===== src/rtl/nios2_mult_iter_cell.sv =====
// Iterative signed/unsigned DATA_W x DATA_W multiplier built around one CHUNK_W partial-product cell.
// Optional multiply-accumulate is enabled by defining MULT_ITER_ACC_EN (adds the acc_en input).
module nios2_mult_iter_cell #(
  parameter int unsigned DATA_W  = 32,
  parameter int unsigned CHUNK_W = 16
) (
  input  logic              clk,
  input  logic              reset,
`ifdef MULT_ITER_ACC_EN
  input  logic              acc_en,
`endif
  input  logic              in_valid,
  output logic              in_ready,
  input  logic [DATA_W-1:0] src1,
  input  logic [DATA_W-1:0] src2,
  input  logic              src1_signed,
  input  logic              src2_signed,
  output logic              out_valid,
  input  logic              out_ready,
  output logic [DATA_W-1:0] result_lo,
  output logic [DATA_W-1:0] result_hi
);

  // DATA_W must be an integer multiple of CHUNK_W.
  localparam int unsigned N     = DATA_W / CHUNK_W;
  localparam int unsigned IDX_W = (N > 1) ? $clog2(N) : 1;
  localparam int unsigned ACC_W = 2 * DATA_W;
  localparam int unsigned PP_W  = 2 * CHUNK_W + 2;
  localparam logic [IDX_W-1:0] IdxMax = IDX_W'(N - 1);

  typedef enum logic [1:0] {StIdle, StCalc, StDone} state_e;

  state_e            r_state;
  logic [IDX_W-1:0]  r_i;
  logic [IDX_W-1:0]  r_j;
  logic [DATA_W-1:0] r_src1;
  logic [DATA_W-1:0] r_src2;
  logic              r_s1;
  logic              r_s2;
  logic [ACC_W-1:0]  r_acc;

  logic [CHUNK_W-1:0]      w_a_chunk;
  logic [CHUNK_W-1:0]      w_b_chunk;
  logic signed [CHUNK_W:0] w_a_ext;
  logic signed [CHUNK_W:0] w_b_ext;
  logic signed [PP_W-1:0]  w_pp;
  logic [ACC_W-1:0]        w_pp_ext;
  logic [ACC_W-1:0]        w_pp_sh;
  logic [31:0]             w_shamt;
  logic                    w_last;
  logic                    w_keep_acc;

`ifdef MULT_ITER_ACC_EN
  assign w_keep_acc = acc_en;
`else
  assign w_keep_acc = 1'b0;
`endif

  // Partial product k = i*N + j; j walks the src2 chunks fastest.
  always_comb begin
    w_a_chunk = CHUNK_W'(r_src1 >> (32'(r_i) * CHUNK_W));
    w_b_chunk = CHUNK_W'(r_src2 >> (32'(r_j) * CHUNK_W));
    // Only the top chunk of a signed operand carries the sign.
    w_a_ext   = {r_s1 & (r_i == IdxMax) & w_a_chunk[CHUNK_W-1], w_a_chunk};
    w_b_ext   = {r_s2 & (r_j == IdxMax) & w_b_chunk[CHUNK_W-1], w_b_chunk};
    w_pp      = PP_W'(w_a_ext) * PP_W'(w_b_ext);
    w_pp_ext  = ACC_W'(w_pp);
    w_shamt   = (32'(r_i) + 32'(r_j)) * CHUNK_W;
    w_pp_sh   = w_pp_ext << w_shamt;
    w_last    = (r_i == IdxMax) && (r_j == IdxMax);
  end

  always_ff @(posedge clk) begin
    if (reset) begin
      r_state <= StIdle;
      r_i     <= '0;
      r_j     <= '0;
      r_src1  <= '0;
      r_src2  <= '0;
      r_s1    <= 1'b0;
      r_s2    <= 1'b0;
      r_acc   <= '0;
    end else begin
      unique case (r_state)
        StIdle: begin
          if (in_valid) begin
            r_src1  <= src1;
            r_src2  <= src2;
            r_s1    <= src1_signed;
            r_s2    <= src2_signed;
            r_acc   <= w_keep_acc ? r_acc : '0;
            r_i     <= '0;
            r_j     <= '0;
            r_state <= StCalc;
          end
        end
        StCalc: begin
          r_acc <= r_acc + w_pp_sh;
          if (w_last) begin
            r_i     <= '0;
            r_j     <= '0;
            r_state <= StDone;
          end else if (r_j == IdxMax) begin
            r_j <= '0;
            r_i <= r_i + 1'b1;
          end else begin
            r_j <= r_j + 1'b1;
          end
        end
        StDone: begin
          if (out_ready) r_state <= StIdle;
        end
        default: r_state <= StIdle;
      endcase
    end
  end

  assign in_ready  = (r_state == StIdle);
  assign out_valid = (r_state == StDone);
  assign result_lo = r_acc[DATA_W-1:0];
  assign result_hi = r_acc[ACC_W-1:DATA_W];

endmodule


===== config.mk =====
export PLATFORM = sky130hd
export DESIGN_NAME = nios2_mult_iter_cell
export DESIGN_NICKNAME = d
export VERILOG_FILES = /design/src/rtl/nios2_mult_iter_cell.sv
export SDC_FILE = /design/constraint.sdc
export NUM_CORES = 1
export LEC_CHECK = 0
export CORE_MARGIN = 2
export CORE_UTILIZATION = 49
export DETAILED_ROUTE_END_ITERATION = 12
export DONT_BUFFER_PORTS = 1
export SLEW_MARGIN = 10
export SYNTH_ARGS = -nofsm -noshare
export SYNTH_HDL_FRONTEND = slang
export SYNTH_SLANG_ARGS = --single-unit

===== constraint.sdc =====
create_clock -name clk -period 13.7 [get_ports clk]
set_clock_uncertainty 0.1 [all_clocks]
set_input_delay 1.37 -clock clk [delete_from_list [all_inputs] [get_ports clk]]
set_output_delay 1.37 -clock clk [all_outputs]
set_load 0.005 [all_outputs]

## Yosys cells after proc, flatten, opt, wreduce, memory -nomap -nowiden

Cells that the tools add are included.

| storage, ports and cells | value |
|---|---|
| output and inout bits | 66 |
| flip-flop bits (word level) | 134 |
| word-level logic and storage cells | 46 |
| input port bits | 70 |

| operators by class | value |
|---|---|
| bitwise gates (word level) | 4 |
| reduce and logical (&&, ||, !) cells | 7 |
| multiply operators | 1 |
| shifts and indexed selects | 3 |
| add/sub/neg operators | 4 |
| muxes and demuxes | 13 |
| equal/unequal tests | 6 |

Operators by type and width:

| cell | number |
|---|---|
| 64-bit one-hot mux with 2 select lines | 1 |
| 64-bit adder | 1 |
| 64-bit 2-to-1 mux | 1 |
| 64-bit by 6-bit << shifter with 64-bit output | 1 |
| 32-bit by 5-bit >> shifter with 16-bit output | 2 |
| 17-bit by 17-bit multiplier with 34-bit output | 1 |
| 2-bit 2-to-1 mux | 3 |
| 2-bit one-hot mux with 3 select lines | 1 |
| 3-bit AND reduction | 2 |
| 1-bit 2-to-1 mux | 5 |
| 1-bit bitwise AND | 4 |
| 2-bit != test (second input constant) | 2 |
| 1-bit one-hot mux with 2 select lines | 2 |
| 2-bit AND reduction | 2 |
| 3-bit != test (second input constant) | 1 |
| 1-bit adder (second input constant) | 2 |
| 1-bit by 1-bit adder with 2-bit output | 1 |
| 2-bit by 1-bit == test with 1-bit output (second input constant) | 1 |
| 2-bit == test (second input constant) | 1 |
| 2-bit logical NOT | 1 |
| 2-bit by 1-bit != test with 1-bit output (second input constant) | 1 |
| 2-bit nonzero test | 1 |
| 1-bit logical AND | 1 |

## Logic depth before layout (Yosys ltp)

Gate-level depths: netlist (run 1).

| logic depth | value |
|---|---|
| depth in word-level cells | 6 |
| gate-level depth with buffers | 43 |
| gate-level depth less buffers | 39 |

## Worst setup path after synthesis (run 1)

No wires, ideal clock.

| timing | value |
|---|---|
| path kind | register -> register |
| start point | reg r_j |
| end point | reg r_acc[61] |
| arrival | 9.317 ns |
| setup time | 0.117 ns |
| path buffers | 5 |
| setup slack | 4.166 ns |
| required time | 13.483 ns |
| clock period less this slack | 9.534 ns |
| stages on the path, launching flop included | 41 |
| cell sequence | dfxtp_1 > clkbuf_1 > buf_1 > clkbuf_1 > mux2i_1 > nor2_1 > fa_1 > inv_1 > fa_1 > fa_1 > fa_1 > inv_1 > fa_1 > inv_1 > fa_1 > inv_1 > ha_1 > a21o_1 > [... 5 more ...] > xor2_1 > nor2_2 > buf_2 > a21oi_1 > o22ai_1 > ha_1 > clkbuf_2 > nand4_1 > nor4_2 > nand3_1 > o211ai_1 > a31oi_2 > a22oi_2 > a31oi_1 > o21a_1 > o21ai_1 > xor2_1 > a22o_1 |

| on the way | value |
|---|---|
| word-level cells in the longest chain between the ends | 6 |
| elaborated cells between the ends (all ways) | 8 |
| those cells by class | 2 x add/sub; 1 x mul; 2 x shift; 1 x mux; 2 x bitwise |

Ends and longest elaborated chain:

| item | line | text |
|---|---|---|
| start, declared | 35 | `logic [IDX_W-1:0] r_j;` |
| start signal, assigned | 107 | `r_j <= r_j + 1'b1;` |
| 32-bit by 5-bit >> shifter with 16-bit output / 1-bit bitwise AND (equally long branches) | 62, 65 |  |
| 1-bit bitwise AND | 65 | `w_b_ext = {r_s2 & (r_j == IdxMax) & w_b_chunk[CHUNK_W-1], w_b_chunk};` |
| 17-bit by 17-bit multiplier with 34-bit output | 66 | `w_pp = PP_W'(w_a_ext) * PP_W'(w_b_ext);` |
| 64-bit by 6-bit << shifter with 64-bit output * | 69 | `w_pp_sh = w_pp_ext << w_shamt;` |
| 64-bit adder * | 98 | `r_acc <= r_acc + w_pp_sh;` |
| 64-bit one-hot mux with 2 select lines * | 84 | `unique case (r_state)` |
| end signal, assigned | 91 | `r_acc <= w_keep_acc ? r_acc : '0;` |
| end signal, assigned | 98 |  |
| end, declared | 40 | `logic [ACC_W-1:0] r_acc;` |

Every way passes the cells marked *; elsewhere a longest branch is shown, timed or not.
A chain may end at the register's enable or synchronous reset.

## Final worst setup path (run 1)

| timing | value |
|---|---|
| start point | reg r_i |
| end point | reg r_acc[62] |

| on the way | value |
|---|---|
| word-level cells in the longest chain between the ends | 6 |
| elaborated cells between the ends (all ways) | 8 |
| those cells by class | 2 x add/sub; 1 x mul; 2 x shift; 1 x mux; 2 x bitwise |

Ends and longest elaborated chain:

| item | line | text |
|---|---|---|
| start, declared | 34 | `logic [IDX_W-1:0] r_i;` |
| start signal, assigned | 105 | `r_i <= r_i + 1'b1;` |
| 32-bit by 5-bit >> shifter with 16-bit output / 1-bit bitwise AND (equally long branches) | 61, 64 |  |
| 1-bit bitwise AND | 64 | `w_a_ext = {r_s1 & (r_i == IdxMax) & w_a_chunk[CHUNK_W-1], w_a_chunk};` |
| 17-bit by 17-bit multiplier with 34-bit output | 66 |  |
| 64-bit by 6-bit << shifter with 64-bit output * | 69 |  |
| 64-bit adder * | 98 |  |
| 64-bit one-hot mux with 2 select lines * | 84 |  |

Marked as above.

==> flow_summary.json, run 1 <==
{
  "dpl.cell_count": 2807,
  "drt_iter0_drc": 1094,
  "dp_hpwl_um": 48100,
  "cts_htree_levels": 4,
  "die_w_um": 205,
  "grt_pass1_wl_um": 94000,
  "cts_num_sinks": 134,
  "syn_nets": 2888,
  "start_util_pct": 49.8,
  "coreArea_mm2": 0.0398,
  "worstMarginPinSlew_ps": 1270,
  "path_class": "flip-flop to flip-flop",
  "crit_path_end_kind": "flip-flop",
  "clock_path_buffers": 2,
  "wire_per_inst_um": 20.5,
  "ys_types": 84,
  "drc": 0,
  "p_per_area_mw_per_mm2": 62.6,
  "cp_max_fo": 37,
  "first_pass_iters": 5,
  "cts_resized": 0,
  "cts_root_buf": "clkbuf_16",
  "synth_edf_count": 0,
  "relSlewSlack_pct": 12.9,
  "synthCells": 2371,
  "cts_hold_buf": 0,
  "start_kind": "flip-flop",
  "via_per_inst": 5.69,
  "pin_count": 136,
  "min_path_type": "flip-flop to flip-flop",
  "reg2reg_slack_ps": 2800,
  "std_cell_rows": 73,
  "grt_pass1_vias": 16900,
  "drt_wl_total_um": 58300,
  "p_leak_nw": 10.1,
  "async_flop_share_pct": 0,
  "ys_ff_latch": 134,
  "insertion_delay_ps": 480,
  "ys.warnings.count": 0,
  "die_area_mm2": 0.0421,
  "ant_nets": 0,
  "rsz0062_at_grt": "false",
  "syn_area_per_cell_um2": 8.37,
  "period_minus_slack_ps": 10900,
  "worst_ir_drop_vdd_mv": 0.0921,
  "cts_setup_buffers": 0,
  "grt_max_degree": 112,
  "max_freq_ghz": 0.0918,
  "n_antenna_cell": 0,
  "via_count": 16200,
  "outcome": "finished clean",
  "finalHoldViolCount": 0,
  "area_growth_pct": 4.92,
  "tns_ps": 0,
  "fin_ws_ps": 2800,
  "layout.cells.non_filler": 2839,
  "grt_usage_pct": 29.3,
  "cpPeakStageDelay_ps": 1000,
  "maxSlewViolCount": 0,
  "maxCapViolations": 0,
  "dp_slack_ps": 2930,
  "cts_tree": "done",
  "critPathSlowestCell": "mux2i_1",
  "fin_crit_sh_pct": 79.5,
  "synth_area_mm2": 0.0198,
  "portBuffers": 0,
  "ys_seq_area_share_pct": 13.5,
  "arrival_ps": 11170,
  "nNetsFinal": 2818,
  "gp_congestion": 0.920,
  "fp.dieH_um": 205,
  "path_clk_slew_ps": 70,
  "required_ps": 13980,
  "drive_above_1_share_pct": 5.23,
  "cts_buffers": 17,
  "critPathMostFrequentCell": "fa_1",
  "synth-main-ff-cell": "dfxtp_1",
  "antenna_found_initial": 0,
  "overflow": 0,
  "setup_viol": 0
}
power by group:
part	internal, mW	switching, mW	leakage [nW]
Sequential	0.407	0.0192	1.09
Combinational	0.139	0.276	8.73
Clock	0.253	0.208	0.281
registers in the layout, summed over array words and instances (netlist names):
| register | cells |
|---|---|
| r_acc | 64 |
| r_src1 | 32 |
| r_src2 | 32 |
| r_state | 2 |
| r_i | 1 |
| r_j | 1 |
| r_s1 | 1 |
| r_s2 | 1 |
placed cells by master (no fill, tap or decap), types with 40 or more instances in the layout:
cell       n
xor2_1    40
ha_1     149
nor2_1   245
xnor2_1   55
a21oi_1  199
nand2_1  340
fa_1     297
inv_1    328
a21o_1    45
o21ai_0   51
dfxtp_1  133
area by class of cell:
cell class,instances,area (um2)
Timing Repair Buffer,16,120
Fill cell,3870,19000
Sequential cell,134,2680
Clock inverter,15,146
Multi-Input combinational cell,1804,15600
Inverter,328,1230
Clock buffer,17,425
Tap cell,525,657
cells in the mapped netlist (all sizes together) (39+ instances only):
cell | number | area, um2
a21o | 45 | 338
a21oi | 202 | 1020
a22oi | 39 | 298
clkbuf | 90 | 339
dfxtp | 134 | 2680
fa | 297 | 5950
ha | 150 | 1880
inv | 328 | 1230
nand2 | 341 | 1280
nor2 | 246 | 926
o21ai | 58 | 294
xnor2 | 55 | 482
xor2 | 40 | 350
per-stage QoR:
stage / instance area, um2 / hold slack, ps / power (mW) / utilization (%)
after floorplan: 19800 / 333 / 0.719 / -
after global placement: 20200 / 350 / 0.841 / 50.8
after detailed placement: 20200 / 353 / 0.841 / 50.8
after CTS: 20800 / 365 / 1.31 / 52.3
after global routing: 20800 / 394 / 1.37 / 52.3
final: 20800 / 367 / 1.30 / 52.3
layer usage:
layer | global-route usage, % | wire length, um
met1 | 38.3 | 25400
met2 | 48.2 | 27400
met3 | 5.23 | 3210
met4 | 11.7 | 2180
met5 | 0 | 0
cell families after synthesis:
group,count (synthesis),synth area share (%)
AND/OR/NAND/NOR,708,14.9
AO/OA/AOI/OAI,490,16.3
adder cells (fa/ha/maj),447,39.4
buffers and inverters,433,8.26
flip-flops,134,13.5
XOR/XNOR,95,4.19
multiplexers,64,3.42
path summary, 6_finish.rpt:
kind,from,end,cells past startpoint
setup / recovery,r_i$_SDFFE_PP0P_,r_acc[62]$_SDFFE_PP0P_,35
hold reg to reg,r_src2[26]$_SDFFE_PP0P_,r_src2[26]$_SDFFE_PP0P_,2
hold / removal,r_src2[26]$_SDFFE_PP0P_,r_src2[26]$_SDFFE_PP0P_,2
setup reg to reg,r_i$_SDFFE_PP0P_,r_acc[62]$_SDFFE_PP0P_,35
critical path: cells and delay by family (launching register included):
kind	cells	cell delay, ps
fa+ha+maj	8	3800
compound gates	17	3610
mux	1	1000
simple gates	3	920
flops	1	910
xor+xnor	2	240
buf+inv	4	190
(Power assumes the default switching activity.)
==> inputs of run 2 (changes only) <==
--- a/config.mk
+++ b/config.mk
@@ -9,6 +9,7 @@
 export CORE_UTILIZATION = 49
 export DETAILED_ROUTE_END_ITERATION = 12
 export DONT_BUFFER_PORTS = 1
+export PLACE_DENSITY = 0.66
 export SLEW_MARGIN = 10
 export SYNTH_ARGS = -nofsm -noshare
 export SYNTH_HDL_FRONTEND = slang
==> constraint.sdc (replaced) <==
create_clock -name clk -period 8.74 [get_ports clk]
set_clock_uncertainty 0.1 [all_clocks]
set_input_delay 0.874 -clock clk [delete_from_list [all_inputs] [get_ports clk]]
set_output_delay 0.874 -clock clk [all_outputs]
set_load 0.005 [all_outputs]
==> flow_summary.json, run 2 (synthesized netlist as in run 1, its figures left out) <==
{
  "area_growth_pct": 31.0,
  "final_common_cell": "buf_4",
  "crit_start": "r_i$_SDFFE_PP0P_",
  "violations": "setup timing",
  "path_class": "flip-flop to flip-flop",
  "rsz0062_at_grt": "true",
  "worst_ir_drop_vdd_mv": 0.132,
  "fin_crit_sh_pct": 104,
  "mostFrequentLayoutCells": "463 x buf_4, 332 x nand2_1, 316 x inv_1",
  "finalHoldViolCount": 0,
  "antenna_found_initial": 0,
  "grt_usage_pct": 32.7,
  "portBuffers": 0,
  "p_switching_uw": 881,
  "ant_nets": 0,
  "wire_per_inst_um": 20.1,
  "start_util_pct": 49.8,
  "cts_tree": "done",
  "coreArea_mm2": 0.0398,
  "required_ps": 8990,
  "cts_htree_levels": 4,
  "dp_hpwl_um": 54100,
  "fp.dieH_um": 205,
  "pin_count": 136,
  "largest_register_ffs": 64,
  "relSlewSlack_pct": 21.1,
  "met1_usage_pct": 40.0,
  "cts_num_sinks": 134,
  "top_regs": "r_acc x64, r_src1 x32, r_src2 x32",
  "grt_pass1_wl_um": 106000,
  "critPathMostFrequentCell": "fa_1",
  "start_kind": "flip-flop",
  "pwr-share-clk_pct": 31.0,
  "arrival_ps": 9320,
  "comb_power_share_pct": 40.8,
  "fillers": 3343,
  "hold_start": "r_src2[1]$_SDFFE_PP0P_",
  "overflow": 0,
  "drt_iter0_drc": 1247,
  "p_leak_nw": 12.8,
  "critPathSlowestCell": "fa_1",
  "nNetsFinal": 3308,
  "max_freq_ghz": 0.110,
  "tns_ps": -3810,
  "gr-usage-met3_pct": 6.67,
  "dp_slack_ps": -843,
  "p_seq_share_pct": 28.2,
  "period_minus_slack_ps": 9070,
  "cts_hold_buf": 0,
  "p_per_area_mw_per_mm2": 91.4,
  "gp_congestion": 0.992,
  "path_buf_inv": 8,
  "crit_path_end_kind": "flip-flop",
  "critical-path-top-delay-family": "adder cells",
  "clock_path_buffers": 2,
  "fin_ws_ps": -330,
  "grt.busiest_layer": "met2",
  "maxSlewViolCount": 0,
  "layout.cells.non_filler": 3329,
  "p_int_mw": 1.50,
  "cp_max_fo": 7,
  "die_w_um": 205,
  "min_path_type": "flip-flop to flip-flop",
  "insertion_delay_ps": 460,
  "top_register": "r_acc",
  "maxCapViolations": 0,
  "path_clk_slew_ps": 60,
  "drc": 0,
  "via_count": 18600,
  "use_met2_pct": 55.6,
  "die_area_mm2": 0.0421,
  "setup_viol": 20,
  "first_pass_iters": 5,
  "cts_buffers": 17,
  "crit-reg2reg-launch": "r_i$_SDFFE_PP0P_",
  "n_antenna_cell": 0,
  "via_per_inst": 5.59,
  "outcome": "finished with violations",
  "grt_pass1_vias": 19500,
  "drt_wl_total_um": 66800,
  "drive_above_1_share_pct": 28.1,
  "switching_share_pct": 37.1,
  "cpPeakStageDelay_ps": 510,
  "grt_max_degree": 112,
  "cts_root_buf": "clkbuf_16",
  "worstMarginPinSlew_ps": 1180,
  "dpl.cell_count": 3225,
  "std_cell_rows": 73
}
==> run 2: changes by cell type in the layout (fill, tap and decap cells not counted), sizes merged <==
cell | previous run | this run
buf | 16 | 504
bufinv | 1 | 2
clkbuf | 17 | 19
clkinv | 7 | 4
clkinvlp | 1 | 6
inv | 334 | 330
mux2 | 31 | 32
==> run 2: stage by stage <==
stage                     hold WS [ps]  util, %  total power [mW]  area, um2
after floorplan                    333        -              1.14      20100
after global placement             343     59.4              1.52      23700
after detailed placement           349     59.4              1.53      23700
after CTS                          362     63.2              2.32      25200
after global routing               370     65.3              2.49      26000
final                              362     65.3              2.38      26000
==> run 2: final timing paths <==
kind                       endpoint  slack (ps)  cells past startpoint
max          r_acc[61]$_SDFFE_PP0P_        -330                     40
min          r_src2[1]$_SDFFE_PP0P_         360                      2
max reg2reg  r_acc[61]$_SDFFE_PP0P_        -330                     40
min reg2reg  r_src2[1]$_SDFFE_PP0P_         360                      2
==> run 2: per-layer routing <==
layer / wire length (um) / share of wire (%) / up-vias
met5: 0 / 0 / -
met4: 3210 / 4.8 / 0
met3: 4030 / 6.0 / 178
met2: 32800 / 49 / 626
met1: 26800 / 40 / 9219
li1: - / - / 8574
==> run 2: tightest hold or removal path, cell delays in order (launching register included) <==
cell and delay, ps:
dfxtp_1 310, nand2_1 50, a21oi_1 60
==> run 2: timing repair <==
action / in CTS / in global routing
setup endpoints to repair: 34 / 41
pin swaps: 80 / 97
gates cloned: 1 / 2
buffers inserted: 44 / 31
resized for setup: 128 / 148
==> run 2: area by class of cell <==
| class | instances | area (um2) | share of cell area (%) |
|---|---|---|---|
| clock inverter | 14 | 154 | 0.592 |
| tap | 525 | 657 | 2.53 |
| inverter | 328 | 1230 | 4.73 |
| multi-input combinational | 1805 | 16800 | 64.4 |
| sequential | 134 | 2690 | 10.3 |
| timing repair buffer | 505 | 4090 | 15.7 |
| clock buffer | 18 | 429 | 1.65 |
==> run 2: power by group through the flow <==
stage | Combinational [mW] | Sequential, mW | Clock, mW
after global placement | 0.839 | 0.679 | 0
after global routing | 1.05 | 0.674 | 0.774
after CTS | 0.899 | 0.668 | 0.748
after floorplan | 0.472 | 0.670 | 0
final | 0.969 | 0.671 | 0.737
after detailed placement | 0.845 | 0.680 | 0
==> inputs of run 3 (changes only) <==
--- a/config.mk
+++ b/config.mk
@@ -7,9 +7,9 @@
 export LEC_CHECK = 0
 export CORE_MARGIN = 2
 export CORE_UTILIZATION = 49
+export CTS_BUF_LIST = sky130_fd_sc_hd__clkbuf_4 sky130_fd_sc_hd__clkbuf_8 sky130_fd_sc_hd__clkbuf_16
 export DETAILED_ROUTE_END_ITERATION = 12
 export DONT_BUFFER_PORTS = 1
-export PLACE_DENSITY = 0.66
 export SLEW_MARGIN = 10
 export SYNTH_ARGS = -nofsm -noshare
 export SYNTH_HDL_FRONTEND = slang
==> constraint.sdc (replaced) <==
create_clock -name clk -period 8.7 [get_ports clk]
set_clock_uncertainty 0.1 [all_clocks]
set_input_delay 0.87 -clock clk [delete_from_list [all_inputs] [get_ports clk]]
set_output_delay 0.87 -clock clk [all_outputs]
set_load 0.005 [all_outputs]
==> flow_summary.json, run 3 (synthesized netlist as in run 1, its figures left out) <==
{
  "switching_share_pct": 37.4,
  "area_growth_pct": 32.2,
  "mostFrequentLayoutCells": "463 x buf_4, 328 x nand2_1, 316 x inv_1",
  "p_leak_nw": 13.0,
  "final_common_cell": "buf_4",
  "coreArea_mm2": 0.0398,
  "cts_tree": "done",
  "comb_power_share_pct": 40.5,
  "p_per_area_mw_per_mm2": 91.9,
  "grt_pass1_wl_um": 104000,
  "ant_nets": 0,
  "portBuffers": 0,
  "top_regs": "r_acc x64, r_src1 x32, r_src2 x32",
  "cts_buffers": 17,
  "die_w_um": 205,
  "cts_hold_buf": 0,
  "top_register": "r_acc",
  "violations": "setup timing",
  "gp_congestion": 0.960,
  "maxSlewViolCount": 0,
  "drive_above_1_share_pct": 28.5,
  "path_clk_slew_ps": 70,
  "critPathSlowestCell": "fa_1",
  "maxCapViolations": 0,
  "layout.cells.non_filler": 3343,
  "drt_iter0_drc": 1072,
  "std_cell_rows": 73,
  "nNetsFinal": 3322,
  "overflow": 0,
  "p_switching_uw": 901,
  "relSlewSlack_pct": 28.5,
  "cts_root_buf": "clkbuf_16",
  "pin_count": 136,
  "arrival_ps": 9520,
  "max_freq_ghz": 0.109,
  "critPathMostFrequentCell": "fa_1",
  "outcome": "finished with violations",
  "cts_num_sinks": 134,
  "start_util_pct": 49.8,
  "p_int_mw": 1.51,
  "grt_usage_pct": 32.3,
  "crit-reg2reg-launch": "r_i$_SDFFE_PP0P_",
  "required_ps": 9010,
  "cpPeakStageDelay_ps": 560,
  "path_class": "flip-flop to flip-flop",
  "dpl.cell_count": 3226,
  "p_seq_share_pct": 28.0,
  "drt_wl_total_um": 65700,
  "hold_slack_ps": 344,
  "die_area_mm2": 0.0421,
  "drc": 0,
  "clock_path_buffers": 2,
  "via_count": 18400,
  "wire_per_inst_um": 19.7,
  "fin_crit_sh_pct": 106,
  "worst_ir_drop_vdd_mv": 0.157,
  "rsz0062_at_grt": "true",
  "worstMarginPinSlew_ps": 1070,
  "hold_path_end": "r_acc[29]$_SDFFE_PP0P_",
  "dp_hpwl_um": 52900,
  "via_per_inst": 5.51,
  "grt_pass1_vias": 19300,
  "reg2reg_slack_ps": -510,
  "cp_max_fo": 5,
  "n_antenna_cell": 0,
  "crit_path_end_kind": "flip-flop",
  "reg2reg_depth": 41,
  "cts_htree_levels": 4,
  "min_path_cells": 1,
  "start_kind": "flip-flop",
  "hold_start": "reset",
  "pwr-share-clk_pct": 31.5,
  "largest_register_ffs": 64,
  "grt_max_degree": 112,
  "insertion_delay_ps": 490,
  "fin_ws_ps": -506,
  "antenna_found_initial": 1,
  "fp.dieH_um": 205,
  "finalHoldViolCount": 0,
  "setup_viol": 32,
  "first_pass_iters": 5,
  "min_path_type": "input pin to flip-flop",
  "r2r_end": "r_acc[63]$_SDFFE_PP0P_",
  "period_minus_slack_ps": 9210
}
-- run 3: power by group through the flow --
stage	sequential, mW	combinational [mW]	clock [mW]
global placement	0.683	0.837	0
global route	0.678	1.05	0.800
CTS	0.673	0.896	0.778
detailed placement	0.684	0.839	0
floorplan	0.673	0.477	0
finish	0.675	0.976	0.760
-- run 3: routing by layer --
| layer | share of wire, % | global-route usage (%) | vias up |
|---|---|---|---|
| met4 | 5.4 | 15.8 | 0 |
| met1 | 41 | 39.9 | 9101 |
| met5 | 0 | 0 | - |
| li1 | - | - | 8602 |
| met2 | 48 | 53.7 | 548 |
| met3 | 6.1 | 6.83 | 167 |
-- run 3: worst max path at each step --
stage,start,endpoint,slack (ps),cells past startpoint
2_1_floorplan,r_j$_SDFFE_PP0P_,r_acc[56]$_SDFFE_PP0P_,0.9,39
3_3_place_gp,r_i$_SDFFE_PP0P_,r_acc[61]$_SDFFE_PP0P_,-720,38
3_5_place_dp,r_i$_SDFFE_PP0P_,r_acc[61]$_SDFFE_PP0P_,-770,39
4_1_cts,r_j$_SDFFE_PP0P_,r_acc[61]$_SDFFE_PP0P_,-530,40
5_1_grt,r_i$_SDFFE_PP0P_,r_acc[63]$_SDFFE_PP0P_,-840,41
6_report,r_i$_SDFFE_PP0P_,r_acc[63]$_SDFFE_PP0P_,-510,41
-- run 3: final cells by class --
type | count | area (um2)
multi-input combinational | 1805 | 16800
fill | 3436 | 13600
timing repair buffer | 519 | 4250
sequential | 134 | 2690
inverter | 328 | 1230
tap | 525 | 657
clock buffer | 17 | 425
clock inverter | 15 | 170
-- run 3: per-stage QoR --
stage	power [mW]	utilization, %	TNS, ps	cell area, um2	setup WS [ps]
after floorplan	1.15	-	0	20100	0.945
after global placement	1.52	59.4	-10910	23700	-723
after detailed placement	1.52	59.4	-12230	23700	-774
after CTS	2.35	63.1	-7370	25100	-527
after global routing	2.53	65.9	-19210	26200	-844
final	2.41	65.9	-7490	26200	-506
-- run 3: repair_timing --
item,4_1_cts,5_1_grt
buffers inserted,39,46
setup endpoints to repair,34,41
gates resized for setup,119,174
gates cloned,3,1
pin swaps,69,90
-- run 3: worst max-delay path, delay by kind of cell, from the launching register on --
kind	cells	cell delay, ps
buffers and inverters	11	1150
XOR/XNOR	2	440
multiplexers	1	340
flip-flops	1	410
AO/OA/AOI/OAI	16	2680
AND/OR/NAND/NOR	3	520
adder cells (fa/ha/maj)	8	3470
